==> src/rtl/vtx_csr_pkg.sv <==
`timescale 1ns/1ps
`default_nettype none
// ============================================================================
// Module      : vtx_csr_pkg
// Description : Shared register offsets and bit indices for the video-TX
//               layer CSR block.
// Revision    : 1.0 - initial release
// ============================================================================
package vtx_csr_pkg;

    localparam int unsigned c_OFS_CTRL       = 'h000;
    localparam int unsigned c_OFS_STATUS     = 'h004;
    localparam int unsigned c_OFS_IRQEN      = 'h008;
    localparam int unsigned c_OFS_FRAMECNT   = 'h00C;
    localparam int unsigned c_OFS_LAYER_BASE = 'h100;
    localparam int unsigned c_LAYER_STRIDE   = 'h010;

    // Register index within one layer slot (offset bits [3:2])
    localparam logic [1:0] c_LREG_ADRSA = 2'd0;
    localparam logic [1:0] c_LREG_ADRSB = 2'd1;
    localparam logic [1:0] c_LREG_LEN   = 2'd2;
    localparam logic [1:0] c_LREG_LCTRL = 2'd3;

    localparam int unsigned c_ST_FRAME     = 0;
    localparam int unsigned c_ST_COMMITTED = 1;
    localparam int unsigned c_ST_UNDERFLOW = 2;
    localparam int unsigned c_ST_WIDTH     = 3;

    localparam int unsigned c_LC_EN   = 0;
    localparam int unsigned c_LC_SWAP = 1;

    localparam logic [0:0] c_S_IDLE    = 1'b0;
    localparam logic [0:0] c_S_PENDING = 1'b1;

endpackage
`default_nettype wire

==> src/rtl/vtx_layer_regs.sv <==
`timescale 1ns/1ps
`default_nettype none
// ============================================================================
// Module      : vtx_layer_regs
// Description : One frame-buffer layer: shadow set, active set, ping-pong
//               buffer select and the layer's read mux.
// Revision    : 1.0 - initial release
// ============================================================================
module vtx_layer_regs
    import vtx_csr_pkg::*;
#(
    parameter int unsigned LAYER_IDX    = 0,
    parameter int unsigned LAYER_NUM    = 2,
    parameter int unsigned MEM_W        = 19,
    parameter int unsigned CSR_W        = 16,
    parameter int unsigned FBUF_DEF_LEN = 130560
)(
    input  logic             clk,
    input  logic             rst,
    input  logic             wr_en,
    input  logic [CSR_W-1:0] offset,
    input  logic [31:0]      wdata,
    input  logic             frame_start,
    input  logic             commit,
    output logic [31:0]      rd_data,
    output logic             layer_en,
    output logic [MEM_W-1:0] layer_adrs,
    output logic [MEM_W-1:0] layer_len
);

    localparam logic [63:0] c_RST_A64   = 64'(LAYER_IDX) * 64'(FBUF_DEF_LEN);
    localparam logic [63:0] c_RST_B64   = 64'(LAYER_IDX + LAYER_NUM) * 64'(FBUF_DEF_LEN);
    localparam logic [63:0] c_RST_LEN64 = 64'(FBUF_DEF_LEN) - 64'd1;
    localparam logic [MEM_W-1:0] c_RST_A   = c_RST_A64[MEM_W-1:0];
    localparam logic [MEM_W-1:0] c_RST_B   = c_RST_B64[MEM_W-1:0];
    localparam logic [MEM_W-1:0] c_RST_LEN = c_RST_LEN64[MEM_W-1:0];
    localparam logic [CSR_W-5:0] c_SLOT =
        (CSR_W-4)'((c_OFS_LAYER_BASE + LAYER_IDX * c_LAYER_STRIDE) >> 4);

    logic [MEM_W-1:0] r_sh_a, r_sh_b, r_sh_len;
    logic             r_sh_en, r_sh_swap;
    logic [MEM_W-1:0] r_ac_a, r_ac_b, r_ac_len;
    logic             r_ac_en, r_ac_swap;
    logic             r_sel;
    logic [MEM_W-1:0] r_adrs;

    logic       w_hit;
    logic [1:0] w_reg;

    assign w_hit = (offset[CSR_W-1:4] == c_SLOT) && (offset[1:0] == 2'b00);
    assign w_reg = offset[3:2];

    always_ff @(posedge clk) begin
        if (rst) begin
            r_sh_a    <= c_RST_A;
            r_sh_b    <= c_RST_B;
            r_sh_len  <= c_RST_LEN;
            r_sh_en   <= 1'b0;
            r_sh_swap <= 1'b0;
            r_ac_a    <= c_RST_A;
            r_ac_b    <= c_RST_B;
            r_ac_len  <= c_RST_LEN;
            r_ac_en   <= 1'b0;
            r_ac_swap <= 1'b0;
            r_sel     <= 1'b0;
            r_adrs    <= c_RST_A;
        end else begin
            if (wr_en && w_hit) begin
                case (w_reg)
                    c_LREG_ADRSA: r_sh_a   <= wdata[MEM_W-1:0];
                    c_LREG_ADRSB: r_sh_b   <= wdata[MEM_W-1:0];
                    c_LREG_LEN:   r_sh_len <= wdata[MEM_W-1:0];
                    default: begin
                        r_sh_en   <= wdata[c_LC_EN];
                        r_sh_swap <= wdata[c_LC_SWAP];
                    end
                endcase
            end
            // Active copy takes pre-edge shadow, so a same-cycle write stays shadow-only
            if (commit) begin
                r_ac_a    <= r_sh_a;
                r_ac_b    <= r_sh_b;
                r_ac_len  <= r_sh_len;
                r_ac_en   <= r_sh_en;
                r_ac_swap <= r_sh_swap;
                r_sel     <= 1'b0;
                r_adrs    <= r_sh_a;
            end else if (frame_start && r_ac_en && r_ac_swap) begin
                r_sel  <= ~r_sel;
                r_adrs <= r_sel ? r_ac_a : r_ac_b;
            end
        end
    end

    always_comb begin
        rd_data = '0;
        if (w_hit) begin
            case (w_reg)
                c_LREG_ADRSA: rd_data = 32'(r_sh_a);
                c_LREG_ADRSB: rd_data = 32'(r_sh_b);
                c_LREG_LEN:   rd_data = 32'(r_sh_len);
                default: begin
                    rd_data[c_LC_EN]   = r_sh_en;
                    rd_data[c_LC_SWAP] = r_sh_swap;
                end
            endcase
        end
    end

    assign layer_en   = r_ac_en;
    assign layer_adrs = r_adrs;
    assign layer_len  = r_ac_len;

    if (MEM_W < 32) begin : g_unused_wd
        logic w_unused_wd;
        assign w_unused_wd = ^wdata[31:MEM_W];
    end

endmodule
`default_nettype wire

==> src/rtl/vtx_layer_csr.sv <==
`timescale 1ns/1ps
`default_nettype none
// ============================================================================
// Module      : vtx_layer_csr
// Description : Video-TX layer CSR: bus decode, global status/IRQ/frame
//               counter, frame-synchronous commit of per-layer shadow sets.
// Revision    : 1.0 - initial release
// ============================================================================
module vtx_layer_csr
    import vtx_csr_pkg::*;
#(
    parameter int unsigned pBlockAdrsMap = 8,
    parameter int unsigned pAdrsMap      = 'h04,
    parameter int unsigned pBusAdrsBit   = 32,
    parameter int unsigned pCsrAdrsWidth = 16,
    parameter int unsigned pMemAdrsWidth = 19,
    parameter int unsigned pLayerNum     = 2,
    parameter int unsigned pFbufDefLen   = 130560
)(
    input  logic                               iSysClk,
    input  logic                               iSysRst,
    input  logic [31:0]                        iSUsiWd,
    input  logic [pBusAdrsBit-1:0]             iSUsiAdrs,
    input  logic                               iSUsiWCke,
    output logic [31:0]                        oSUsiRd,
    output logic                               oSUsiREd,
    input  logic                               iFrameStart,
    input  logic                               iUnderflow,
    output logic [pLayerNum-1:0]               oLayerEn,
    output logic [pLayerNum*pMemAdrsWidth-1:0] oLayerAdrs,
    output logic [pLayerNum*pMemAdrsWidth-1:0] oLayerLen,
    output logic                               oIrq
);

    localparam int unsigned c_SEL_MSB = pBlockAdrsMap + pCsrAdrsWidth - 1;
    localparam logic [pBlockAdrsMap-1:0] c_BLK_SEL = pBlockAdrsMap'(pAdrsMap);
    localparam logic [pCsrAdrsWidth-1:0] c_CTRL    = pCsrAdrsWidth'(c_OFS_CTRL);
    localparam logic [pCsrAdrsWidth-1:0] c_STATUS  = pCsrAdrsWidth'(c_OFS_STATUS);
    localparam logic [pCsrAdrsWidth-1:0] c_IRQEN   = pCsrAdrsWidth'(c_OFS_IRQEN);
    localparam logic [pCsrAdrsWidth-1:0] c_FCNT    = pCsrAdrsWidth'(c_OFS_FRAMECNT);

    logic                     w_blk_hit;
    logic [pCsrAdrsWidth-1:0] w_ofs;
    logic                     w_wr;
    logic                     w_wr_ctrl, w_wr_status, w_wr_irqen;

    logic [0:0]            r_state;
    logic [0:0]            w_state_nxt;
    logic                  w_pending;
    logic                  w_commit;
    logic [c_ST_WIDTH-1:0] r_status;
    logic [c_ST_WIDTH-1:0] r_irqen;
    logic [c_ST_WIDTH-1:0] w_st_set, w_st_clr;
    logic [15:0]           r_fcnt;
    logic                  r_irq;
    logic [31:0]           r_rd;
    logic                  r_red;
    logic [31:0]           w_rd_glb, w_rd_lyr;
    logic [31:0]           w_lyr_rd [pLayerNum];

    assign w_blk_hit   = (iSUsiAdrs[c_SEL_MSB:pCsrAdrsWidth] == c_BLK_SEL);
    assign w_ofs       = iSUsiAdrs[pCsrAdrsWidth-1:0];
    assign w_wr        = iSUsiWCke && w_blk_hit;
    assign w_wr_ctrl   = w_wr && (w_ofs == c_CTRL);
    assign w_wr_status = w_wr && (w_ofs == c_STATUS);
    assign w_wr_irqen  = w_wr && (w_ofs == c_IRQEN);

    // Commit FSM: state register
    always_ff @(posedge iSysClk) begin
        if (iSysRst) r_state <= c_S_IDLE;
        else         r_state <= w_state_nxt;
    end

    // Commit FSM: next state; a COMMIT on a frame-start cycle only arms it
    always_comb begin
        w_state_nxt = r_state;
        case (r_state)
            c_S_IDLE:    if (w_wr_ctrl && iSUsiWd[0]) w_state_nxt = c_S_PENDING;
            c_S_PENDING: if (iFrameStart)             w_state_nxt = c_S_IDLE;
            default:                                  w_state_nxt = c_S_IDLE;
        endcase
    end

    // Commit FSM: outputs
    always_comb begin
        w_pending = (r_state == c_S_PENDING);
        w_commit  = (r_state == c_S_PENDING) && iFrameStart;
    end

    always_comb begin
        w_st_set                 = '0;
        w_st_set[c_ST_FRAME]     = iFrameStart;
        w_st_set[c_ST_COMMITTED] = w_commit;
        w_st_set[c_ST_UNDERFLOW] = iUnderflow;
        w_st_clr                 = w_wr_status ? iSUsiWd[c_ST_WIDTH-1:0] : '0;
    end

    always_ff @(posedge iSysClk) begin
        if (iSysRst) begin
            r_status <= '0;
            r_irqen  <= '0;
            r_fcnt   <= '0;
            r_irq    <= 1'b0;
        end else begin
            // Hardware set dominates a same-cycle write-1-to-clear
            r_status <= (r_status & ~w_st_clr) | w_st_set;
            if (w_wr_irqen)  r_irqen <= iSUsiWd[c_ST_WIDTH-1:0];
            if (iFrameStart) r_fcnt  <= r_fcnt + 16'd1;
            r_irq <= |(r_status & r_irqen);
        end
    end

    for (genvar g = 0; g < pLayerNum; g++) begin : g_layer
        vtx_layer_regs #(
            .LAYER_IDX    (g),
            .LAYER_NUM    (pLayerNum),
            .MEM_W        (pMemAdrsWidth),
            .CSR_W        (pCsrAdrsWidth),
            .FBUF_DEF_LEN (pFbufDefLen)
        ) u_layer (
            .clk         (iSysClk),
            .rst         (iSysRst),
            .wr_en       (w_wr),
            .offset      (w_ofs),
            .wdata       (iSUsiWd),
            .frame_start (iFrameStart),
            .commit      (w_commit),
            .rd_data     (w_lyr_rd[g]),
            .layer_en    (oLayerEn[g]),
            .layer_adrs  (oLayerAdrs[g*pMemAdrsWidth +: pMemAdrsWidth]),
            .layer_len   (oLayerLen[g*pMemAdrsWidth +: pMemAdrsWidth])
        );
    end

    always_comb begin
        w_rd_glb = '0;
        case (w_ofs)
            c_CTRL:   w_rd_glb[0]              = w_pending;
            c_STATUS: w_rd_glb[c_ST_WIDTH-1:0] = r_status;
            c_IRQEN:  w_rd_glb[c_ST_WIDTH-1:0] = r_irqen;
            c_FCNT:   w_rd_glb[15:0]           = r_fcnt;
            default:  w_rd_glb                 = '0;
        endcase
    end

    always_comb begin
        w_rd_lyr = '0;
        for (int i = 0; i < pLayerNum; i++) w_rd_lyr = w_rd_lyr | w_lyr_rd[i];
    end

    always_ff @(posedge iSysClk) begin
        if (iSysRst) begin
            r_rd  <= '0;
            r_red <= 1'b0;
        end else begin
            r_rd  <= w_blk_hit ? (w_rd_glb | w_rd_lyr) : '0;
            r_red <= w_blk_hit;
        end
    end

    assign oSUsiRd  = r_rd;
    assign oSUsiREd = r_red;
    assign oIrq     = r_irq;

    if (pBusAdrsBit > c_SEL_MSB + 1) begin : g_unused_adrs
        logic w_unused_adrs;
        assign w_unused_adrs = ^iSUsiAdrs[pBusAdrsBit-1:c_SEL_MSB+1];
    end

endmodule
`default_nettype wire

==> config.mk <==
export PLATFORM = sky130hd
export DESIGN_NAME = vtx_layer_csr
export DESIGN_NICKNAME = d
export VERILOG_FILES = /design/src/rtl/vtx_csr_pkg.sv /design/src/rtl/vtx_layer_regs.sv /design/src/rtl/vtx_layer_csr.sv
export SDC_FILE = /design/constraint.sdc
export NUM_CORES = 1
export LEC_CHECK = 0
export CORE_MARGIN = 4
export CORE_UTILIZATION = 38
export DETAILED_ROUTE_END_ITERATION = 12
export HOLD_SLACK_MARGIN = 0.1
export PLACE_DENSITY = 0.64
export SLEW_MARGIN = 20
export SYNTH_ARGS = -nofsm -noshare
export SYNTH_HDL_FRONTEND = slang
export SYNTH_SLANG_ARGS = --single-unit
==> constraint.sdc <==
create_clock -name iSysClk -period 2.5 [get_ports iSysClk]
set_clock_uncertainty 0.2 [all_clocks]
set_input_delay 0.25 -clock iSysClk [delete_from_list [all_inputs] [get_ports iSysClk]]
set_output_delay 0.25 -clock iSysClk [all_outputs]
set_load 0.05 [all_outputs]
==> results.ini <==
[grt]
grt_pass1_wl_mm=62.79
global_route.usage.total_pct=20.31
initial_antenna_violation_count=1
grt_pass1_vias=11000
gr-total-overflow=0
grt_max_degree=82

[power]
static-leakage-power_nw=6.346
cellPowerDensity_nw_per_um2=661.2
max-vdd-ir-drop_mv=0.4850

[worst_setup_path]
cp_cell_sequence=clkdlybuf4s50_1 -> or4_1 -> buf_4 -> nor4_2 -> and2_1 -> buf_12 -> mux2i_1
timing.critical_path.arrival_ps=2500
cp_num_buf_inv=3
path_class=input port to flop
largest_fanout_on_the_critical_path=19
crit_slowest_cell=or4_1
worstReg2RegEnd=g_layer[1].u_layer.layer_adrs[3]
crit_path_start_kind=input port
worstSetupEndpointType=flop
reg2reg_depth=3
cp_top_family=simple AND/OR/NAND/NOR gates
timing.critical_path.slowest_cell_delay_ps=610
rr_startpoint=r_state
worstPathRequired_ps=2740
rrSetupSlack_ps=710

[routing]
routed-via-count=11240
initialDrtViolationCount=941
drt_pass1_iterations=6
wl_per_cell_um=19.19
routed_wirelength_mm=40.47
post_drt_via_cell_ratio=5.330
postRouteAntennaNets=0
drt_drc_violations_left=0

[logic_synthesis]
leading_cell_types_by_count_after_synthesis=dfxtp_1 (320), nand2_1 (286), mux2i_1 (174)
postSynth.topFlopCell=dfxtp_1
synth_enable_flop_cells=0
synth_cell_type_count=54
netlist_top_cells_area=dfxtp_1 (48%), mux2i_1 (13%), nand2_1 (8.0%)
synth-warning-count=0
ys_seq_area_share_pct=47.60
yosysMostFrequentCell=dfxtp_1
post_synth.cell_area_avg_um2=8.997
postSynth.asyncResetShare_pct=0
number_of_instances_in_the_synthesized_netlist=1496
yosys.area.top_type=dfxtp_1
ys_ff_latch=320
netlist.area_leader.share_pct=47.60
synthesized_area_um2=13460

[sta]
grt_setup_unrepaired=false
setup_viol=0
finalMaxSlewViolations=0
slew-limit-headroom_pct=51.95
timing.final.crit_share_pct=90.37
final_hold_viol_count=0
worst_slew_pin_slew_ps=719.7
timing.final.ws_setup_ps=240.8
fin_worst_hold_slack_ps=143.5
finalWorstPathRequiredPeriod_ps=2259
max_freq_ghz=0.4426

[job]
max_cap_violations=0

[cts]
clkTransAtPathRegs_ps=60
cts_setup_buffers=0
numCtsBuffers=36
cts_root_buf=clkbuf_16
clkSinkCount=320
cts-root-to-sink-buffers=3
tritoncts=yes
ctsHtreeMaxLevel=2
clk-insertion-delay-late_ps=530

[cells_and_area]
share_of_cells_above_drive_strength_1_pct=9.311
nets=1696
final_cells=2109
final.fill_count=3284
finish.instance_area_um2=16990
area_delta_synth_final_pct=26.21
antenna_cells=0

[placement]
dp.cells=2042
numPortBuffers=146
hpwlAfterDp_mm=28.60
placement.setup.worst_slack_ps=-233.9
gp_congestion=0.8519
postPlaceCellArea_um2=15700

[hold_path]
worstHoldStart=iUnderflow
min_path_type=input port to flop
holdPathStages=3
min_to=r_status[2]

[floorplan]
placeableCoreArea_um2=34710
die_y_um=196.2
placementRows=68
die_outline_area_um2=38490
start_util_pct=38.77
top_level_ports=181
floorplan.die.width_um=196.2

[outcome]
status=finished clean

cell type report:
class,instances,area [um^2],share of cell area (%)
Multi-Input combinational cell,1047,6471,38.10
Sequential cell,320,6406,37.71
Timing Repair Buffer,214,2236,13.16
Clock buffer,50,1085,6.386
Tap cell,455,569.3,3.352
Clock inverter,16,192.7,1.134
Inverter,7,26.28,0.1547
metal layers:
metal,wire (um),vias to the layer above,GRT usage (%)
li1,-,5415,-
met1,18270,5406,27.80
met2,18550,342,32.74
met3,2424,77,3.521
met4,1218,0,6.594
met5,0,-,0
worst register-to-register path, delay by kind of cell, from the launching register on:
kind | cells | cell delay (ps)
and+or+nand+nor | 2 | 720
DFF | 1 | 570
AOI/OAI and AO/OA | 1 | 250
through the flow:
step | utilization (%) | setup TNS [ps] | total power, mW
6_report | 48.93 | 0 | 11.23
5_1_grt | 48.93 | 0 | 11.52
4_1_cts | 48.93 | 0 | 11.30
3_5_place_dp | 45.22 | -19770 | 5.712
3_3_place_gp | 45.22 | -14190 | 5.712
2_1_floorplan | - | 0 | 5.505
cells by family (layout without fill, tap and decap cells):
logic type	count (synthesis)	after routing	share of synthesized area, %
compound gates	255	255	12.09
simple gates	585	585	20.68
mux	180	180	13.86
xor+xnor	13	13	0.8460
buf+inv	141	287	4.806
fa+ha+maj	1	1	0.09295
flops	320	320	47.60
other cells	1	13	0.02786
flip-flops by register name, summed over array words and instances, names as in the netlist, 3 cells and up:
signal,cells
r_status,3
g_layer.u_layer.r_ac_b,38
g_layer.u_layer.layer_adrs,38
r_irqen,3
g_layer.u_layer.r_sh_a,38
g_layer.u_layer.r_sh_len,38
oSUsiRd,19
r_fcnt,16
g_layer.u_layer.r_ac_a,38
g_layer.u_layer.layer_len,38
g_layer.u_layer.r_sh_b,38
power breakdown:
part,switching (mW),internal (mW)
Combinational,0.306,0.190
Clock,2.17,3.45
Sequential,0.00652,5.10
cell usage in the layout, fill, tap and decap left out, types with 4 or more instances in the layout:
master / instances
nor4_1: 5
clkbuf_8: 12
mux2i_1: 174
buf_4: 46
xnor2_1: 10
nand3b_1: 49
a221o_1: 11
clkdlybuf4s50_1: 144
nand2_1: 285
buf_12: 21
nand2b_1: 60
a22oi_1: 5
o211ai_1: 27
clkbuf_16: 37
nand4_1: 28
o2bb2ai_1: 34
bufinv_16: 4
nand3_1: 4
dfxtp_1: 320
inv_1: 7
nor3_1: 7
mux4_2: 5
conb_1: 13
a21oi_1: 130
nor2_1: 113
o21ai_0: 23
a32oi_1: 14
and2_1: 4
clkinv_2: 8
repair_timing:
item                      CTS  global route
hold endpoints to repair   13             0
gates resized for setup     0             0
hold buffers                1             0
worst max-delay path by stage:
| stage | cells past startpoint | slack (ps) | startpoint | endpoint |
|---|---|---|---|---|
| after global placement | 6 | -190 | iSUsiAdrs[0] | g_layer[0].u_layer.r_sh_a[14] |
| after floorplan | 7 | 120 | iSUsiAdrs[1] | g_layer[0].u_layer.r_sh_len[11] |
| after global routing | 1 | 230 | g_layer[1].u_layer.layer_en | oLayerEn[1] |
| after CTS | 1 | 250 | g_layer[1].u_layer.layer_en | oLayerEn[1] |
| final | 7 | 240 | iSUsiAdrs[0] | g_layer[0].u_layer.r_sh_b[14] |
| after detailed placement | 6 | -230 | iSUsiAdrs[0] | g_layer[0].u_layer.r_sh_len[15] |
Power figures use the tool's default switching activity.
